`src/rtl/regfile_dump.sv`:
```
// regfile_dump: debug readout engine for the pipeline register file.
// It reads the file two registers at a time: even addresses on ra1 and odd
// addresses on ra2. The captured words are streamed in ascending address
// order over a valid/ready interface. An XOR checksum of the last completed
// dump is kept. The block never writes the register file.
module regfile_dump #(
    parameter int DATA_W = 32,
    parameter int ADDR_W = 5
) (
    input  logic              clk,
    input  logic              rst_n,
    input  logic              start,
    input  logic              abort,
    output logic [ADDR_W-1:0] ra1,
    output logic [ADDR_W-1:0] ra2,
    input  logic [DATA_W-1:0] rd1,
    input  logic [DATA_W-1:0] rd2,
    output logic [DATA_W-1:0] dout,
    output logic [ADDR_W-1:0] dout_idx,
    output logic              dout_valid,
    input  logic              dout_ready,
    output logic              dout_last,
    output logic              busy,
    output logic              done,
    output logic [DATA_W-1:0] checksum
);

    localparam int PAIR_W = ADDR_W - 1;

    typedef enum logic [1:0] {
        IDLE  = 2'd0,
        READ  = 2'd1,
        EMIT0 = 2'd2,
        EMIT1 = 2'd3
    } state_t;

    state_t              state;
    logic [PAIR_W-1:0]   pair;
    // The odd word of the current pair. The even word is held directly in
    // dout from READ until it is accepted.
    logic [DATA_W-1:0]   buf1;
    // Running XOR of the words accepted so far in the current dump.
    logic [DATA_W-1:0]   acc;

    logic                accept;
    logic                last_pair;

    assign accept    = dout_valid & dout_ready;
    assign last_pair = &pair;

    // Both read addresses come straight from the pair flop, so they are
    // glitch-free and hold steady for the whole READ cycle.
    assign ra1 = {pair, 1'b0};
    assign ra2 = {pair, 1'b1};

    // Dump sequencer: READ captures a pair, EMIT0 and EMIT1 stream it out.
    // abort overrides every transition.
    // NOTE: every register here uses non-blocking assignment. All flops then
    // sample pre-edge values, so there are no ordering races between them.
    always_ff @(posedge clk or negedge rst_n) begin
        if (!rst_n) begin
            state      <= IDLE;
            pair       <= '0;
            buf1       <= '0;
            acc        <= '0;
            dout       <= '0;
            dout_idx   <= '0;
            dout_valid <= 1'b0;
            dout_last  <= 1'b0;
            busy       <= 1'b0;
            done       <= 1'b0;
            checksum   <= '0;
        end else begin
            done <= 1'b0;
            if (abort) begin
                // Drop the stream at once and leave checksum alone. A word
                // accepted in this same cycle is already gone downstream.
                state      <= IDLE;
                pair       <= '0;
                dout_valid <= 1'b0;
                dout_last  <= 1'b0;
                busy       <= 1'b0;
            end else begin
                unique case (state)
                    IDLE: begin
                        if (start) begin
                            state <= READ;
                            busy  <= 1'b1;
                            acc   <= '0;
                        end
                    end
                    READ: begin
                        dout       <= rd1;
                        buf1       <= rd2;
                        dout_idx   <= ra1;
                        dout_valid <= 1'b1;
                        dout_last  <= 1'b0;
                        state      <= EMIT0;
                    end
                    EMIT0: begin
                        if (dout_ready) begin
                            acc       <= acc ^ dout;
                            dout      <= buf1;
                            dout_idx  <= ra2;
                            dout_last <= last_pair;
                            state     <= EMIT1;
                        end
                    end
                    EMIT1: begin
                        if (dout_ready) begin
                            acc        <= acc ^ dout;
                            dout_valid <= 1'b0;
                            dout_last  <= 1'b0;
                            if (last_pair) begin
                                state    <= IDLE;
                                pair     <= '0;
                                busy     <= 1'b0;
                                done     <= 1'b1;
                                checksum <= acc ^ dout;
                            end else begin
                                pair  <= pair + PAIR_W'(1);
                                state <= READ;
                            end
                        end
                    end
                    default: begin
                        state <= IDLE;
                    end
                endcase
            end
        end
    end

    // Unused in the datapath, but it documents the handshake qualifier.
    logic unused_accept;
    assign unused_accept = accept;

endmodule

```
`config.mk`:
```
export PLATFORM = sky130hd
export DESIGN_NAME = regfile_dump
export DESIGN_NICKNAME = d
export VERILOG_FILES = /design/src/rtl/regfile_dump.sv
export SDC_FILE = /design/constraint.sdc
export NUM_CORES = 1
export LEC_CHECK = 0
export BUFFER_PORTS_ARGS = -buffer_cell sky130_fd_sc_hd__buf_2
export CAP_MARGIN = 10
export CELL_PAD_IN_SITES_DETAIL_PLACEMENT = 1
export CELL_PAD_IN_SITES_GLOBAL_PLACEMENT = 1
export CORE_MARGIN = 2
export CORE_UTILIZATION = 44
export CTS_CLUSTER_SIZE = 20
export DETAILED_ROUTE_END_ITERATION = 7
export PLACE_DENSITY_LB_ADDON = 0.3
export SLEW_MARGIN = 0
export SYNTH_ARGS = -nofsm -noshare
export SYNTH_HDL_FRONTEND = slang
export SYNTH_SLANG_ARGS = --single-unit
```
`constraint.sdc`:
```
create_clock -name clk -period 2.4 [get_ports clk]
set_clock_uncertainty 0.15 [all_clocks]
set_input_delay 0.48 -clock clk [delete_from_list [all_inputs] [get_ports clk]]
set_output_delay 0.48 -clock clk [all_outputs]
set_load 0.05 [all_outputs]
```
==> results.py <==
metrics = {
    "setup_path": {
        "crit_slowest_cell": "sky130_fd_sc_hd__dfrtp_1",
        "worst_setup_path_start_kind": "register",
        "crit_chain": "inv_1, ha_1, nor2b_1, nor3b_2, buf_4, mux2_2",
        "timing.critical_path.max_delay_family": "buffers and inverters",
        "critPathMaxStageDelay_ns": 0.40,
        "timing.reg2reg.worst_path_depth": 6,
        "worstSetupPathDepth": 6,
        "critPathBufInv": 2,
        "worst_ep_arrival_time_ns": 2.29,
        "path_class": "reg -> reg",
        "type_of_element_capturing_the_critical_path": "register",
        "crit_fanout": 23,
        "critical_path_required_ns": 2.54,
    },
    "synth": {
        "main_flop_type_after_synthesis": "sky130_fd_sc_hd__dfrtp_1",
        "synth_cell_types": 34,
        "post_synth_inst_count": 539,
        "synthesized_nets": 615,
        "synth_warnings": 0,
        "synth-edff-count": 0,
        "synth_area_um2": 6898,
        "synth.ff_latch_count": 143,
        "avgSynthCellArea_um2": 12.80,
        "synth_async_sr_flop_share_pct": 100.0,
        "sequential_share_of_the_synthesized_area_pct": 51.88,
    },
    "global_routing": {
        "grt.total_usage_pct": 22.34,
        "grt_first_pass_wirelength_mm": 28.85,
        "grt_start_max_net_pins": 47,
        "antenna_found_initial": 0,
        "first_global_vias": 5502,
        "gr-total-overflow": 0,
    },
    "timing": {
        "setup_viol": 0,
        "worst-slew-pin-transition_ns": 0.5836,
        "fin_worst_hold_slack_ns": 0.1401,
        "finalWorstPathRequiredPeriod_ns": 2.147,
        "finalHoldViolations": 0,
        "finalMaxSlewViolations": 0,
        "grt_setup_unrepaired": "no",
        "final_ws_setup_ns": 0.2530,
        "fmaxAchievable_ghz": 0.4658,
        "post-route-period-util_pct": 89.46,
        "worst_case_headroom_to_the_max_slew_limit_pct": 61.08,
        "finalSetupTns_ns": 0,
    },
    "die": {
        "initial_utilization_pct": 45.21,
        "die_height_um": 129.2,
        "rows": 45,
        "die-width_um": 129.2,
        "design.core.area_um2": 15260,
        "die-area_um2": 16690,
        "boundaryPins": 152,
    },
    "cells_and_area": {
        "design_area_um2": 8533,
        "final_core_utilization_pct": 55.92,
        "num_antenna_cells": 0,
        "register_area_um2": 3578,
        "instances_no_fill": 905,
        "drive_above_1_share_pct": 47.69,
        "count_of_filler_cells_inserted_in_the_layout": 1585,
        "fin_nets": 759,
        "multi_input_area_um2": 3117,
        "layout_overhead_on_the_synthesized_area_pct": 23.71,
    },
    "detailed_routing": {
        "routed_via_density": 5.390,
        "drc_errors": 0,
        "routed_wirelength_mm": 17.39,
        "vias": 4878,
        "drt_pass1_iterations": 5,
        "wl_per_cell_um": 19.21,
        "drt_first_iter_violations": 166,
        "postRouteAntennaNets": 0,
    },
    "clocking": {
        "numCtsBuffers": 17,
        "cts-htree-levels": 4,
        "tritoncts": "done",
        "cts_max_path_buffers": 2,
        "clock_insertion_delay_worst_skew_ns": 0.42,
        "cts.reportedPaths.clkPinSlew_ns": 0.06,
        "tritoncts_num_sinks": 143,
        "cts.repair.resized": 0,
        "clk_root_buffer_cell": "sky130_fd_sc_hd__clkbuf_16",
    },
    "place": {
        "placement.io_buffers": 149,
        "dpl.cell_count": 874,
        "place.detailed.hpwl_mm": 11.64,
        "standard_cell_area_after_detailed_placement_um2": 7928,
        "gp_congestion": 0.7290,
        "dp_worst_setup_slack_ns": 0.2636,
    },
    "run": {
        "drv_cap": 0,
    },
    "pwr": {
        "post-layout-total-power_mw": 10.81,
        "power.leakage_nw": 4.073,
        "p_per_area_nw_per_um2": 1267,
        "max-vdd-ir-drop_mv": 0.6517,
    },
    "status": {
        "outcome": "completed",
    },
    "min_path": {
        "worst_hold_path.num_cells": 2,
        "worst_hold_path_type": "in -> reg",
    },
}
placed cells by master, fill, tap and decap left out, types with 4 or more instances in the layout:
cell / count
sky130_fd_sc_hd__ha_1: 5
sky130_fd_sc_hd__buf_4: 14
sky130_fd_sc_hd__nand2_1: 6
sky130_fd_sc_hd__mux2_1: 8
sky130_fd_sc_hd__xor2_1: 33
sky130_fd_sc_hd__clkbuf_16: 17
sky130_fd_sc_hd__buf_2: 148
sky130_fd_sc_hd__a21oi_1: 6
sky130_fd_sc_hd__nand3_1: 37
sky130_fd_sc_hd__dfrtp_1: 143
sky130_fd_sc_hd__o2bb2ai_1: 63
sky130_fd_sc_hd__clkinvlp_4: 4
sky130_fd_sc_hd__nand2b_1: 33
sky130_fd_sc_hd__buf_12: 5
sky130_fd_sc_hd__mux2_2: 125
layout make-up:
type	count	share of cell area, %
clock buffer	20	5.352
timing repair buffer	169	11.33
clock inverter	10	1.628
multi-input combinational	349	36.52
tap	211	3.094
inverter	3	0.1320
sequential	143	41.94
sequential cells by signal, indices dropped and copies added, names as in the netlist:
signal and cells:
pair 4, busy 1, dout_idx 5, state 2, dout 32, done 1
checksum 32, dout_last 1, buf1 32, acc 32, dout_valid 1
cells by family after synthesis:
logic type / after synthesis / synth area share [%]
buf+inv: 47 / 3.591
compound gates: 81 / 9.650
simple gates: 93 / 7.600
other cells: 2 / 0.1089
mux: 133 / 21.71
fa+ha+maj: 7 / 1.270
flops: 143 / 51.88
xor+xnor: 33 / 4.190
worst paths after layout:
path | from | end | slack, ns
setup reg to reg | state[0] | dout[5] | 0.25
max in group asynchronous | rst_n | checksum[11] | 1.04
setup / recovery | state[0] | dout[5] | 0.25
hold reg to reg | buf1[5] | buf1[5] | 0.33
hold / removal | rd2[26] | buf1[26] | 0.14
min in group asynchronous | rst_n | dout[2] | 0.43
report_power, final:
part	switching (mW)	total (mW)	internal, mW
Sequential	0.741	3.88	3.14
Combinational	2.55	4.27	1.71
Clock	0.994	2.67	1.67
what timing repair did:
item,in CTS,in global routing
hold buffers,1,0
hold endpoints to repair,43,0
setup buffers,0,0
cells in the mapped netlist (2+ instances only):
library cell                  n  area share (%)
sky130_fd_sc_hd__dfrtp_1    143              52
sky130_fd_sc_hd__mux2_2     125              20
sky130_fd_sc_hd__o2bb2ai_1   63             8.0
sky130_fd_sc_hd__nand3_1     37             2.7
sky130_fd_sc_hd__nand2b_1    34             3.1
sky130_fd_sc_hd__xor2_1      33             4.2
sky130_fd_sc_hd__clkbuf_1    17            0.93
sky130_fd_sc_hd__buf_2       12            0.87
sky130_fd_sc_hd__buf_4        9            0.98
sky130_fd_sc_hd__mux2_1       8             1.3
sky130_fd_sc_hd__ha_1         7             1.3
sky130_fd_sc_hd__a21oi_1      6            0.44
sky130_fd_sc_hd__nand2_1      6            0.33
sky130_fd_sc_hd__nor2_1       4            0.22
sky130_fd_sc_hd__a31oi_1      3            0.27
sky130_fd_sc_hd__buf_1        3            0.16
sky130_fd_sc_hd__buf_6        3            0.49
sky130_fd_sc_hd__inv_1        3            0.16
sky130_fd_sc_hd__nor2b_1      3            0.27
sky130_fd_sc_hd__o21ai_0      3            0.22
sky130_fd_sc_hd__conb_1       2            0.11
sky130_fd_sc_hd__nor3_1       2            0.15
sky130_fd_sc_hd__or3_1        2            0.18
worst register-to-register path: cells and delay by family (launching register included):
kind,cells,cell delay [ns]
multiplexers,1,0.39
AND/OR/NAND/NOR,2,0.34
adder cells (fa/ha/maj),1,0.24
flip-flops,1,0.40
buffers and inverters,2,0.51
metal layers:
metal	vias up	part of all wire (%)	global-route usage [%]
li1	2221	-	-
met1	2517	42	27.13
met2	126	52	39.29
met3	14	4.7	6.111
met4	0	0.89	5.946
met5	-	0	0
(Power assumes the default switching activity.)
